`config.mk`:
```
export PLATFORM = sky130hd
export DESIGN_NAME = mem_port_arbiter
export DESIGN_NICKNAME = d
export VERILOG_FILES = /design/src/rtl/mem_port_arbiter_pkg.sv /design/src/rtl/mem_wait_timer.sv /design/src/rtl/mem_port_arbiter.sv
export SDC_FILE = /design/constraint.sdc
export NUM_CORES = 1
export LEC_CHECK = 0
export ABC_AREA = 1
export BUFFER_PORTS_ARGS = -buffer_cell sky130_fd_sc_hd__buf_2
export CAP_MARGIN = 30
export CELL_PAD_IN_SITES_DETAIL_PLACEMENT = 0
export CELL_PAD_IN_SITES_GLOBAL_PLACEMENT = 2
export CORE_MARGIN = 2
export CORE_UTILIZATION = 19
export CTS_CLUSTER_DIAMETER = 100
export DETAILED_ROUTE_END_ITERATION = 16
export PLACE_DENSITY_LB_ADDON = 0.3
export SYNTH_ARGS = -nofsm -noshare
export SYNTH_HDL_FRONTEND = slang
export SYNTH_SLANG_ARGS = --single-unit
export TNS_END_PERCENT = 20
```
`constraint.sdc`:
```
create_clock -name clk -period 1.87 [get_ports clk]
set_input_delay 0.187 -clock clk [delete_from_list [all_inputs] [get_ports clk]]
set_output_delay 0.187 -clock clk [all_outputs]
set_load 0.03 [all_outputs]
```
`src/rtl/mem_port_arbiter_pkg.sv`:
```
// Shared definitions for the unified memory port arbiter: state encoding and
// default widths/timeouts.
package mem_port_arbiter_pkg;

  localparam int ADDR_W_DEF   = 32;
  localparam int DATA_W_DEF   = 32;
  localparam int MAX_WAIT_DEF = 15;

  typedef enum logic [1:0] {
    ARB_IDLE  = 2'd0,
    ARB_DATA  = 2'd1,
    ARB_INSTR = 2'd2
  } arb_state_e;

endpackage

```
`src/rtl/mem_wait_timer.sv`:
```
// Wait-state timer: counts grant cycles without an ack and flags the cycle in
// which the MAX_WAIT-th such cycle is reached. MAX_WAIT = 0 disables it.
module mem_wait_timer
  import mem_port_arbiter_pkg::*;
#(
  parameter int MAX_WAIT = MAX_WAIT_DEF
) (
  input  logic clk,
  input  logic rst_n,
  input  logic clr,
  input  logic en,
  output logic expired
);

  localparam int CNT_W = (MAX_WAIT > 0) ? $clog2(MAX_WAIT + 1) : 1;
  localparam logic [CNT_W-1:0] TERM = CNT_W'((MAX_WAIT > 0) ? MAX_WAIT - 1 : 0);

  logic [CNT_W-1:0] r_cnt;

  // Count un-acked cycles; saturate at the terminal value so it never wraps.
  always_ff @(posedge clk) begin
    if (!rst_n) begin
      r_cnt <= '0;
    end else if (clr) begin
      r_cnt <= '0;
    end else if (en && (r_cnt != TERM)) begin
      r_cnt <= r_cnt + 1'b1;
    end
  end

  assign expired = (MAX_WAIT > 0) && en && (r_cnt == TERM);

endmodule

```
`src/rtl/mem_port_arbiter.sv`:
```
// Arbitrates the single memory port between instruction fetch and the MEM
// stage. Data accesses win (older instruction); a wait-state timeout completes
// a hung access with zero data and a one-cycle bus_err.
//
//   state     | meaning
//   ARB_IDLE  | no access outstanding, mem_req low
//   ARB_DATA  | MEM-stage load/store owns the port
//   ARB_INSTR | instruction fetch owns the port
module mem_port_arbiter
  import mem_port_arbiter_pkg::*;
#(
  parameter int ADDR_W   = ADDR_W_DEF,
  parameter int DATA_W   = DATA_W_DEF,
  parameter int MAX_WAIT = MAX_WAIT_DEF
) (
  input  logic              clk,
  input  logic              rst_n,
  input  logic              if_req,
  input  logic [ADDR_W-1:0] if_addr,
  output logic              if_valid,
  output logic [DATA_W-1:0] if_rdata,
  input  logic              dm_rd,
  input  logic              dm_wr,
  input  logic [ADDR_W-1:0] dm_addr,
  input  logic [DATA_W-1:0] dm_wdata,
  output logic              dm_valid,
  output logic [DATA_W-1:0] dm_rdata,
  output logic              mem_req,
  output logic              mem_we,
  output logic [ADDR_W-1:0] mem_addr,
  output logic [DATA_W-1:0] mem_wdata,
  input  logic              mem_ack,
  input  logic [DATA_W-1:0] mem_rdata,
  output logic              stall_if,
  output logic              stall_pipe,
  output logic              bus_err
);

  arb_state_e        r_state;
  arb_state_e        w_state_nxt;
  logic              r_mem_req;
  logic              r_mem_we;
  logic [ADDR_W-1:0] r_mem_addr;
  logic [DATA_W-1:0] r_mem_wdata;

  logic w_dm_any;
  logic w_busy;
  logic w_timeout;
  logic w_done;
  logic w_grant_data;
  logic w_grant_instr;

  assign w_dm_any = dm_rd | dm_wr;
  assign w_busy   = (r_state != ARB_IDLE);
  assign w_done   = w_busy & (mem_ack | w_timeout);

  // Timer is cleared on every grant so back-to-back accesses each get a full budget.
  mem_wait_timer #(
    .MAX_WAIT (MAX_WAIT)
  ) u_wait_timer (
    .clk     (clk),
    .rst_n   (rst_n),
    .clr     (w_grant_data | w_grant_instr),
    .en      (w_busy & ~mem_ack),
    .expired (w_timeout)
  );

  // State register.
  always_ff @(posedge clk) begin
    if (!rst_n) begin
      r_state <= ARB_IDLE;
    end else begin
      r_state <= w_state_nxt;
    end
  end

  // Next-state and grant decode; the requester just served is never re-granted.
  always_comb begin
    w_state_nxt   = r_state;
    w_grant_data  = 1'b0;
    w_grant_instr = 1'b0;
    case (r_state)
      ARB_IDLE: begin
        if (w_dm_any) begin
          w_state_nxt  = ARB_DATA;
          w_grant_data = 1'b1;
        end else if (if_req) begin
          w_state_nxt   = ARB_INSTR;
          w_grant_instr = 1'b1;
        end
      end
      ARB_DATA: begin
        if (w_done) begin
          if (if_req) begin
            w_state_nxt   = ARB_INSTR;
            w_grant_instr = 1'b1;
          end else begin
            w_state_nxt = ARB_IDLE;
          end
        end
      end
      ARB_INSTR: begin
        if (w_done) begin
          if (w_dm_any) begin
            w_state_nxt  = ARB_DATA;
            w_grant_data = 1'b1;
          end else begin
            w_state_nxt = ARB_IDLE;
          end
        end
      end
      default: w_state_nxt = ARB_IDLE;
    endcase
  end

  // Memory-side request registers, loaded at each grant and dropped on completion.
  always_ff @(posedge clk) begin
    if (!rst_n) begin
      r_mem_req   <= 1'b0;
      r_mem_we    <= 1'b0;
      r_mem_addr  <= '0;
      r_mem_wdata <= '0;
    end else if (w_grant_data) begin
      r_mem_req   <= 1'b1;
      r_mem_we    <= dm_wr;
      r_mem_addr  <= dm_addr;
      r_mem_wdata <= dm_wdata;
    end else if (w_grant_instr) begin
      r_mem_req   <= 1'b1;
      r_mem_we    <= 1'b0;
      r_mem_addr  <= if_addr;
      r_mem_wdata <= '0;
    end else if (w_done) begin
      r_mem_req <= 1'b0;
      r_mem_we  <= 1'b0;
    end
  end

  assign mem_req   = r_mem_req;
  assign mem_we    = r_mem_we;
  assign mem_addr  = r_mem_addr;
  assign mem_wdata = r_mem_wdata;

  assign if_valid = (r_state == ARB_INSTR) & w_done;
  assign dm_valid = (r_state == ARB_DATA) & w_done;
  assign if_rdata = (if_valid & mem_ack) ? mem_rdata : '0;
  assign dm_rdata = (dm_valid & mem_ack) ? mem_rdata : '0;
  assign bus_err  = w_timeout;

  assign stall_pipe = w_dm_any & ~dm_valid;
  assign stall_if   = if_req & ~if_valid;

endmodule

```
* Word level (Yosys, flattened, before mapping) *
Cells that the tools add are included.

cells by class
  bitwise gates (word level) = 15
  reduce and logical (&&, ||, !) cells = 8
  add/subtract/negate cells = 1
  eq/ne operators = 7
  muxes and demuxes = 25

operators by type and width
  operator                                                                count
  32-bit two-way mux                                                      6
  1-bit two-way mux                                                       11
  2-bit two-way mux                                                       5
  1-bit AND                                                               8
  2-bit case mux with 3 select lines                                      1
  4-bit by 1-bit adder with 4-bit output (second input constant)          1
  4-bit equality test (second input constant)                             1
  2-bit inequality test (second input constant)                           2
  4-bit inequality test (second input constant)                           1
  1-bit NOT                                                               4
  1-bit case mux with 2 select lines                                      2
  2-bit nonzero test                                                      2
  3-bit inequality test (second input constant)                           1
  1-bit bitwise OR                                                        3
  3-bit AND reduction                                                     1
  3-bit nonzero test                                                      1
  2-bit by 1-bit equality test with 1-bit output (second input constant)  1
  2-bit equality test (second input constant)                             1
  1-bit logical AND                                                       2
  2-bit logical NOT                                                       1
  2-bit OR reduction                                                      1

storage, ports and cells
  output and inout bits = 135
  bits in registers = 72

* Logic depth before layout (Yosys ltp) *
  depth in word-level cells = 9
  depth in mapped cells = 13

* Cells and area by module *
Synthesis repeated with hierarchy kept, for this count alone.

second synthesis, totals
  cell total of the unflattened synthesis = 637
  area total of the unflattened synthesis = 4311.6 µm²

modules (own cells, without submodules)
  module            area an instance (µm²)  cells each  times used
  mem_port_arbiter  4060.1                  603         1
  mem_wait_timer    251.5                   34          1

* Least setup slack after synthesis *
OpenSTA, ideal clock, no wires.

  path kind = register -> output
  from = reg u_wait_timer.r_cnt[0]
  to = out stall_if
  slack = 0.161 ns
  cell stages (with the launch flop) = 8
  required time = 1.683 ns
  data arrival time = 1.522 ns
  cells stage by stage = dfxtp_1 -> inv_1 -> ha_1 -> nand3_1 -> a21oi_1 -> nand2_1 -> inv_1 -> nor2_1

on the way
  word-level cells in the longest chain between the ends = 7

ends and longest elaborated chain
  what                      RTL line                 source
  start: declaration        mem_wait_timer.sv:18     logic [CNT_W-1:0] r_cnt;
  start signal: assignment  mem_wait_timer.sv:27     r_cnt <= r_cnt + 1'b1;
  4-bit equality test       mem_wait_timer.sv:31     assign expired = (MAX_WAIT > 0) && en && (r_cnt == TERM);
  1-bit logical AND         mem_wait_timer.sv:31
  1-bit bitwise OR          mem_port_arbiter.sv:55   assign w_done = w_busy & (mem_ack | w_timeout);
  1-bit AND                 mem_port_arbiter.sv:55
  1-bit AND                 mem_port_arbiter.sv:144  assign if_valid = (r_state == ARB_INSTR) & w_done;
  named net if_valid        mem_port_arbiter.sv:20   output logic if_valid,
  1-bit NOT                 mem_port_arbiter.sv:151  assign stall_if = if_req & ~if_valid;
  1-bit AND                 mem_port_arbiter.sv:151
  end: declaration          mem_port_arbiter.sv:34   output logic stall_if,

The timed path passes the listed nets, and every way through them passes these cells.

* Final worst setup path *
  from = reg u_wait_timer.r_cnt[0]
  to = out stall_pipe

on the way
  word-level cells in the longest chain between the ends = 7

ends and longest elaborated chain
  what                 RTL line                 source
  4-bit equality test  mem_wait_timer.sv:31
  1-bit logical AND    mem_wait_timer.sv:31
  1-bit bitwise OR     mem_port_arbiter.sv:55
  1-bit AND            mem_port_arbiter.sv:55
  1-bit AND            mem_port_arbiter.sv:145  assign dm_valid = (r_state == ARB_DATA) & w_done;
  1-bit NOT            mem_port_arbiter.sv:150  assign stall_pipe = w_dm_any & ~dm_valid;
  1-bit AND            mem_port_arbiter.sv:150
  end: declaration     mem_port_arbiter.sv:35   output logic stall_pipe,

No other way between the ends.

==> impl_results.md <==
- Nets in the synthesized netlist: between 700 and 800
- Pre-CTS WS: roughly 0.13 ns
- Final wirelength: 13700 um
- Register area share after synthesis: 0.385
- Sequential power share: 0.338
- Grt ovf: 0
- Area Growth Syn to Fin: 55.0%
- Leakage power: ~3.4 nW
- Slew Limit Headroom: 0.655
- HPWL Detailed: 10000 um
- CP Cell Sequence: inv_2, ha_4, nand3_2, buf_6, a21oi_4, nand2_1, inv_2, nor2_1, buf_4
- Die area: around 21000 um^2
- Starting Density: 0.193
- Most common cell in the netlist: nand2_1
- DRT Pass-1 Iters: 4
- Final Critical Period: between 1.5 and 2 ns
- RD Place Congestion: between 0.7 and 0.8
- Combinational share of power: 0.306
- Final Hold Vio Count: 0
- Design area: 5800 um^2
- Final net count: between 900 and 1000
- Synthesized instance count: around 600
- Slew @ Worst Pin: 0.517 ns
- Endpoints failing setup: 0
- Avg Inst Size Synth: about 6.3 um^2
- Antenna Violating Nets Remaining: 0
- PortBufs: around 270
- Die H: around 140 um
- Ys flop type: dfxtp_1
- Internal: roughly 3.5 mW
- FMAX: approximately 0.56 GHz
- Antenna Cells: 0
- FF/Latch Area: 1450 um^2
- First-pass GRT wire length: approximately 21000 um
- Placed Instance Area: roughly 5400 um^2
- VDD IR max: around 0.38 mV
- Largest net degree at the start of global routing: 53
- Share of the synthesized area in the top cell type: 0.385
- Slowest cell on crit path: dfxtp_2
- Worst-path clk slew: approximately 0.06 ns
- Core Area: just under 20000 um^2
- Clk pwr share: 0.356
- CP endpoint kind: primary output
- Post-synth ARST share: 0
- Arr. time, crit path: 1.61 ns
- Clk Latency, worst-skew pair: about 0.34 ns
- Drt drc: 0
- Mapped Area: between 3000 and 4000 um^2
- CP peak stage delay: between 0.3 and 0.4 ns
- CTS Buffer Depth: 2
- Fin Hold WS: about 0.068 ns
- Hold Buf Count CTS: 0
- Ports: about 270
- Root cell of the clock tree: clkbuf_16
- EDFF count, synth: 0
- Pwr Density: approximately 900 nW/um^2
- # fillers: roughly 2200
- DR iter-0 viols: about 140
- Max Slew Vio Count: 0
- Synth warn: 0
- Clock tree from TritonCTS: built
- All-layer global routing usage: 0.126
- Post-synth top area cell: dfxtp_1
- Multi-input logic area: a little under 2000 um^2
- Top post-synthesis cells by area: dfxtp_1, nand2_1, nor2_1
- Crit path launch type: flop
- Initial antenna violation count: 0
- Post-route setup slack: 0.0693 ns
- Skew final: about 0.0072 ns
- Max Cap Violations: 0
- Crit path kind: reg2out
- Unique cell type count in the Yosys netlist: 21
- Period utilization: 0.963
- DIE WIDTH: 144 um
- Power, Total: ~5.3 mW
- Share of layout cells above drive strength 1: 0.370
- HP Class: in2reg
- Crit path required time: about 1.7 ns
- CTS Buf Count: 9
- Clock sink count: approximately 70
- Synth top cells by count: nand2_1, nor2_1, dfxtp_1, nand3_1, inv_1
- Switching Share: 0.344
- P_sw: 1.81 mW
- H-Tree Depth: 3
- CP max FO: 3
- Most common cell on crit path: inv_2
- Num rows: around 50
- Vias in the first global route: about 4100
- Yosys reg bits: 72
- Drt wl/cell: 12.2 um
- Status: complete, no violations
- Number of vias per cell: 3.94
- Via count: ~4400
-- cell type report --
| cell class | instances | share of cell area |
|---|---|---|
| inverter | 53 | 0.0343 |
| timing repair buffer | 287 | 0.271 |
| tap | 265 | 0.0571 |
| clock inverter | 4 | 0.0132 |
| sequential | 72 | 0.249 |
| clock buffer | 11 | 0.0418 |
| multi-input combinational | 433 | 0.334 |
-- what timing repair did --
| item | CTS | global route |
|---|---|---|
| endpoints found under the setup margin | 4 | 82 |
| setup buffers | 0 | 4 |
| gates resized for setup | 5 | 12 |
| pin swaps | 0 | 2 |
-- metal layers --
metal / up-vias / track usage / share of wire
li1: 2348 / - / -
met1: 1922 / 0.144 / 0.42
met2: 154 / 0.221 / 0.48
met3: 14 / 0.0454 / 0.091
met4: 0 / 0.0373 / 0.011
met5: - / 0 / 0
-- power by group through the flow --
stage	clock network, mW	registers, mW	logic, mW
floorplan	0	2.14	0.743
global placement	0	1.81	1.65
detailed placement	0	1.81	1.63
CTS	1.96	1.78	1.64
global route	2.03	1.80	1.79
finish	1.88	1.78	1.61
-- sequential cells by signal, indices dropped and copies added, names as in the netlist --
signal and cells:
mem_addr 32, mem_wdata 32, mem_we 1, u_wait_timer.r_cnt 4, mem_req 1, r_state 2
-- layout by cell type, fill, tap and decap left out, drive strengths merged --
cell type    n
inv         54
nand3       70
dfxtp       72
ha           2
o21ai        2
nand4        2
buf        287
bufinv       2
a21oi        5
clkinvlp     1
xor2         3
nand2      175
nor2       142
clkbuf      11
nand3b      32
-- per-stage QoR --
stage	TNS [ns]	std cells	util
global placement	0	1106	0.278
global route	-0.0224	1125	0.299
finish	0	1125	0.299
floorplan	0	596	-
CTS	0	1121	0.296
detailed placement	0	1106	0.278
-- critical path: cells and delay by family, from the launching register on --
| kind | cells | cell delay, ns |
|---|---|---|
| AOI/OAI and AO/OA | 1 | 0.15 |
| adders and majority gates | 1 | 0.13 |
| buffers and inverters | 4 | 0.47 |
| DFF | 1 | 0.33 |
| and+or+nand+nor | 3 | 0.20 |
-- path summary, 6_finish.rpt --
| check | endpoint | from | cells past startpoint | slack, ns |
|---|---|---|---|---|
| worst max-delay path | stall_pipe | u_wait_timer.r_cnt[0]$_SDFFE_PP0P_ | 9 | 0.07 |
| worst max register to register | mem_addr[13]$_SDFFE_PN0P_ | u_wait_timer.r_cnt[0]$_SDFFE_PP0P_ | 12 | 0.18 |
| worst min-delay path | mem_wdata[17]$_SDFFE_PN0P_ | dm_wdata[17] | 3 | 0.07 |
| worst min register to register | mem_wdata[11]$_SDFFE_PN0P_ | mem_wdata[11]$_SDFFE_PN0P_ | 2 | 0.44 |
-- cells by family after synthesis --
kind of cell / Yosys count / synth area share
compound gates: 7 / 0.00935
xor+xnor: 3 / 0.00702
fa+ha+maj: 2 / 0.00668
buf+inv: 91 / 0.107
flops: 72 / 0.385
simple gates: 421 / 0.485
No activity file was read; power rests on OpenSTA's default activity.
